`config.mk`:
```
export PLATFORM = sky130hd
export DESIGN_NAME = fifo_drain_ctrl
export DESIGN_NICKNAME = d
export VERILOG_FILES = /design/src/rtl/fifo_drain_ctrl_pkg.sv /design/src/rtl/fifo_drain_ctrl_skid.sv /design/src/rtl/fifo_drain_ctrl.sv
export SDC_FILE = /design/constraint.sdc
export NUM_CORES = 1
export LEC_CHECK = 0
export BUFFER_PORTS_ARGS = -buffer_cell sky130_fd_sc_hd__clkbuf_2
export CAP_MARGIN = 20
export CELL_PAD_IN_SITES_DETAIL_PLACEMENT = 0
export CELL_PAD_IN_SITES_GLOBAL_PLACEMENT = 1
export CORE_UTILIZATION = 47
export DETAILED_ROUTE_END_ITERATION = 12
export GPL_TIMING_DRIVEN = 0
export PLACE_DENSITY = 0.85
export SLEW_MARGIN = 20
export SYNTH_ARGS = -nofsm -noshare
export SYNTH_HDL_FRONTEND = slang
export SYNTH_HIERARCHICAL = 1
export SYNTH_SLANG_ARGS = --single-unit
```
`constraint.sdc`:
```
create_clock -name clk -period 4.2 [get_ports clk]
set_input_delay 0.21 -clock clk [delete_from_list [all_inputs] [get_ports clk]]
set_output_delay 0.21 -clock clk [all_outputs]
set_load 0.05 [all_outputs]
```
`src/rtl/fifo_drain_ctrl_pkg.sv`:
```
// Shared encodings and sizing for the FIFO drain controller.
package fifo_drain_ctrl_pkg;

    localparam int DEF_DATA_BITS = 10;
    localparam int SKID_DEPTH    = 2;

    typedef enum logic [1:0] {
        ST_IDLE  = 2'b00,
        ST_RUN   = 2'b01,
        ST_FLUSH = 2'b10
    } state_e;

endpackage

```
`src/rtl/fifo_drain_ctrl_skid.sv`:
```
// Two-entry register FIFO that absorbs words already in flight from the FIFO read port.
module skid_buf_2
    import fifo_drain_ctrl_pkg::*;
#(
    parameter int DATA_BITS = DEF_DATA_BITS
) (
    input  logic                 clk,
    input  logic                 reset,
    input  logic                 push_i,
    input  logic                 pop_i,
    input  logic [DATA_BITS-1:0] data_i,
    output logic [DATA_BITS-1:0] head_o,
    output logic [1:0]           count_o
);

    logic [DATA_BITS-1:0] ent0_q, ent0_d;
    logic [DATA_BITS-1:0] ent1_q, ent1_d;
    logic [1:0]           count_q, count_d;

    // Entry 0 is always the head; entries shift down on pop.
    always_comb begin
        ent0_d  = ent0_q;
        ent1_d  = ent1_q;
        count_d = count_q;
        case ({push_i, pop_i})
            2'b10: begin
                if (count_q == 2'd0) ent0_d = data_i;
                else                 ent1_d = data_i;
                count_d = count_q + 2'd1;
            end
            2'b01: begin
                ent0_d  = ent1_q;
                count_d = count_q - 2'd1;
            end
            2'b11: begin
                if (count_q == 2'd1) begin
                    ent0_d = data_i;
                end else begin
                    ent0_d = ent1_q;
                    ent1_d = data_i;
                end
            end
            default: ;
        endcase
    end

    always_ff @(posedge clk) begin
        if (!reset) count_q <= 2'd0;
        else        count_q <= count_d;
    end

    // Contents are don't-care while count is zero, so they carry no reset.
    always_ff @(posedge clk) begin
        ent0_q <= ent0_d;
        ent1_q <= ent1_d;
    end

    assign head_o  = ent0_q;
    assign count_o = count_q;

endmodule

```
`src/rtl/fifo_drain_ctrl.sv`:
```
// FIFO read-side engine: credit-limited read strobe, skid buffer and registered output stage.
module fifo_drain_ctrl
    import fifo_drain_ctrl_pkg::*;
#(
    parameter int DATA_BITS = DEF_DATA_BITS,
    parameter int CNT_BITS  = 8
) (
    input  logic                 clk,
    input  logic                 reset,
    input  logic                 enable_in,
    input  logic                 fifo_empty_in,
    input  logic [DATA_BITS-1:0] fifo_data_in,
    output logic                 fifo_read_out,
    input  logic                 pause_in,
    output logic [DATA_BITS-1:0] data_out,
    output logic                 valid_out,
    output logic [CNT_BITS-1:0]  words_out,
    output logic                 idle_out
);

    localparam logic [2:0] CREDIT_LIM = 3'(SKID_DEPTH);

    state_e               state_q, state_d;
    logic                 rd_pending_q;
    logic [1:0]           skid_count;
    logic [DATA_BITS-1:0] skid_head;
    logic                 pop;
    logic                 rd;
    logic [2:0]           credit;
    logic                 valid_q;
    logic [DATA_BITS-1:0] data_q;
    logic [CNT_BITS-1:0]  words_q;

    // Credit counts words held plus the one in flight, net of this cycle's pop.
    always_comb begin
        pop    = (state_q != ST_IDLE) && (skid_count != 2'd0) && !pause_in;
        credit = {1'b0, skid_count} + {2'b00, rd_pending_q} - {2'b00, pop};
        rd     = reset && (state_q == ST_RUN) && !fifo_empty_in && (credit < CREDIT_LIM);
    end

    assign fifo_read_out = rd;

    skid_buf_2 #(
        .DATA_BITS(DATA_BITS)
    ) u_skid (
        .clk    (clk),
        .reset  (reset),
        .push_i (rd_pending_q),
        .pop_i  (pop),
        .data_i (fifo_data_in),
        .head_o (skid_head),
        .count_o(skid_count)
    );

    // FLUSH only retires to IDLE once nothing is buffered or in flight.
    always_comb begin
        state_d = state_q;
        case (state_q)
            ST_IDLE:  if (enable_in) state_d = ST_RUN;
            ST_RUN:   if (!enable_in) state_d = ST_FLUSH;
            ST_FLUSH: begin
                if (enable_in)
                    state_d = ST_RUN;
                else if ((skid_count == 2'd0) && !rd_pending_q)
                    state_d = ST_IDLE;
            end
            default:  state_d = ST_IDLE;
        endcase
    end

    always_ff @(posedge clk) begin
        if (!reset) begin
            state_q      <= ST_IDLE;
            rd_pending_q <= 1'b0;
        end else begin
            state_q      <= state_d;
            rd_pending_q <= rd;
        end
    end

    always_ff @(posedge clk) begin
        if (!reset) begin
            valid_q <= 1'b0;
            data_q  <= '0;
            words_q <= '0;
        end else begin
            valid_q <= pop;
            if (pop) begin
                data_q  <= skid_head;
                words_q <= words_q + CNT_BITS'(1);
            end
        end
    end

    assign valid_out = valid_q;
    assign data_out  = data_q;
    assign words_out = words_q;
    assign idle_out  = (state_q == ST_IDLE);

endmodule

```
==> reports/qor.txt <==
============================================================================================
Outcome                                                                         finished clean
Number of buffers inserted by hold repair at cts                                           0
Mapped Nets                                                                              212
Number of buffers on the longest clock path                                                2
Worst endpoint data arrival time                                                     3.06 ns
Via/cell ratio                                                                          5.56
Clock transition at path regs                                                        0.08 ns
Maximum clock skew at final layout                                                0.00721 ns
Total wire length after detailed routing                                             3950 µm
Crit Path Class                                                                      reg2out
Period utilization                                                                     77.9%
Horizontal die dimension                                                             68.9 µm
Antenna Diode Count                                                                        0
Antenna violations before repair                                                           0
Share of cell area taken by muxes after synthesis                                      7.09%
Number of DRC violations after detailed-routing iteration 0                               95
TritonCTS buffer count                                                                     5
Critical path launch point type                                                         flop
Final std cell area, no fill                                                        2440 µm²
Total setup buffers inserted after CTS                                                     0
Clock root buffer master                                                            clkbuf_8
Synth Area in XOR/XNOR                                                                 1.25%
Average routed wire per standard cell                                                14.1 µm
Pin count of the biggest net entering global routing                                      14
Post-Syn Area                                                                       2100 µm²
Final global-route overflow total                                                          0
Max-slew violation total from the final report                                             0
Vias in the first global route                                                          1367
Sink Count                                                                                44
Number of levels the H-tree was split into                                                 2
Core area                                                                           4140 µm²
Areal power density over the cells                                                355 nW/µm²
Setup repair after global routing missed its margin                                    false
Actual transition at the worst max-transition pin                                   0.907 ns
Placed Area                                                                         2340 µm²
Max-cap check violation count                                                              0
Total of flip-flops plus latches after synthesis                                          44
Share of the core filled with cells in the final layout                                59.0%
Basic-gate share of the synthesized area counting and, or, nand and nor cells          13.6%
Met2 layer usage reported by global route                                              30.6%
Post-layout nets                                                                         254
Worst IR Drop VDD                                                                 0.000218 V
Post-synthesis instance total                                                            188
Number of design rule violations left after detail routing                                 0
Effective utilization at floorplan                                                     50.7%
Number of antenna-violating nets in the routed design                                      0
Fraction of registers with async set or reset after synthesis                             0%
Worst path required time                                                             3.99 ns
Number of flops mapped to enable cells by yosys                                           20
CTS tree                                                                                 yes
Number of setup violations in the final report                                             0
Dominant synthesized flop cell                                                       dfxtp_1
Sequential share of the synthesized area                                               51.5%
Reg2reg setup slack                                                                  1.17 ns
Crit path capture type                                                           output port
Area of the die                                                                     4740 µm²
Post-synthesis cell type count                                                            38
Worst-case headroom to the max-slew limit                                              39.5%
Gr busiest metal                                                                        met2
Final period demand of the worst path                                                3.27 ns
HPWL reported at the end of detailed placement                                       2860 µm
Site Rows                                                                                 23
Height of the chip                                                                   68.9 µm
Global-route wire length before repair                                               6380 µm
Count of cells resized by post-cts repair                                                  0
Overall global routing resource usage                                                  18.8%
Static Leak                                                                      0.000982 µW
Share of synthesized cell area in full adder, half adder and majority cells            5.72%
Setup tns final                                                                         0 ns
Number of warning messages in the yosys log                                                6
Final hold violation count                                                                 0
Compound-Gate Fraction of Synth Area                                                   16.9%
Met1 global-route usage                                                                23.8%
Per-instance average area after synthesis                                           11.2 µm²
Vias                                                                                    1561
Biggest fanout along the worst timing path                                                10
Layout cells sized above 1                                                             25.1%
Achievable clock frequency                                                           306 MHz
Drt first pass iters                                                                       4
Ports placed on the boundary                                                              36
Port bufs                                                                                 35
Synth-to-Final Area Change                                                             16.4%
Worst min path class                                                                  in2reg
Dominant combinational cell family by area after synthesis                      compound AO/OA/AOI/OAI gates
Met3 Track Usage GR                                                                    4.11%
Final weighted congestion in routability-driven placement                              0.717
Worst-skew pair later-pin latency                                                    0.30 ns
============================================================================================
## cell usage in the layout, fill, tap and decap left out, types with 2 or more instances in the layout
cell	instances
clkbuf_2	35
dfxtp_1	24
edfxtp_1	20
a21oi_1	19
nand3_1	14
o21ai_0	12
and2_1	11
a221o_1	10
inv_1	8
ha_1	8
mux2_4	7
clkbuf_1	6
o31ai_1	5
or4_1	5
clkbuf_8	5
nor3_1	4
nand2_1	4
nand2b_1	3
clkinv_1	3
buf_2	3
mux2_2	3
nor2_1	2
xor2_1	2
## cells by family after synthesis
group	after synthesis
XOR/XNOR	3
AND/OR/NAND/NOR	49
multiplexers	11
buffers and inverters	19
AO/OA/AOI/OAI	53
adder cells (fa/ha/maj)	9
flip-flops	44
## worst max-delay path: stages, from the launching register on
cell	delay, ns
dfxtp_1	0.53
o22ai_2	0.21
clkbuf_1	0.25
nor2_1	0.29
ha_1	0.28
nand2b_1	0.15
fa_1	0.38
xor2_1	0.18
nor3_1	0.18
clkbuf_2	0.30
## path summary, 6_finish.rpt
kind,cells after the start,from,to
max,9,u_skid/count_o[0],fifo_read_out
min,2,enable_in,state_q[1]
max reg2reg,7,u_skid/count_o[0],u_skid/head_o[0]
min reg2reg,2,words_out[7],words_out[7]
## per-stage QoR
stage          worst slack, ns  total power, µW  cells  hold WS, ns
6_report                 0.928              869    281       0.0833
5_1_grt                  0.721              898    281       0.0966
4_1_cts                  0.896              876    281       0.0780
3_5_place_dp              1.16              562    273        0.400
3_3_place_gp              1.18              560    273        0.398
2_1_floorplan            0.978              537    188        0.288
## area by class of cell
class	instances	area, µm²
tap	50	62.6
clock buffer	5	68.8
fill	364	1700
inverter	9	33.8
clock inverter	3	37.5
sequential	44	1080
buffer	10	48.8
timing repair buffer	35	175
multi-input combinational	125	937
## layer usage
metal	share of wire, %	wire [µm]
met1	47	1870
met2	46	1830
met3	4.5	178
met4	1.7	69
met5	0	0
## cell usage after synthesis, types with 2 or more instances
| master | instances | share of area, % |
|---|---|---|
| or4_1 | 5 | 1.8 |
| mux2_2 | 3 | 1.6 |
| o31ai_1 | 5 | 1.8 |
| a221o_1 | 10 | 4.8 |
| nand2b_1 | 3 | 0.89 |
| nand3_1 | 14 | 3.3 |
| edfxtp_1 | 20 | 29 |
| mux2_4 | 7 | 5.0 |
| a21oi_1 | 19 | 4.5 |
| buf_2 | 3 | 0.71 |
| nor3_1 | 4 | 0.95 |
| xor2_1 | 2 | 0.83 |
| nor2_1 | 2 | 0.36 |
| dfxtp_1 | 24 | 23 |
| and2_1 | 11 | 3.3 |
| inv_1 | 8 | 1.4 |
| nand2_1 | 4 | 0.71 |
| ha_1 | 8 | 4.8 |
| clkbuf_1 | 6 | 1.1 |
| o21ai_0 | 12 | 2.9 |
## sequential cells by signal (all words and copies together) (netlist names)
signal / cells
u_skid/count_o: 2
rd_pending_q: 1
words_out: 8
u_skid/head_o: 10
valid_out: 1
data_out: 10
state_q: 2
u_skid/ent1_q: 10
## where the power goes
group / internal (µW) / switching (µW)
clock network: 173 / 144
logic: 35.6 / 48.9
registers: 459 / 8.03
Note: power is estimated with default switching activity, not from simulation.
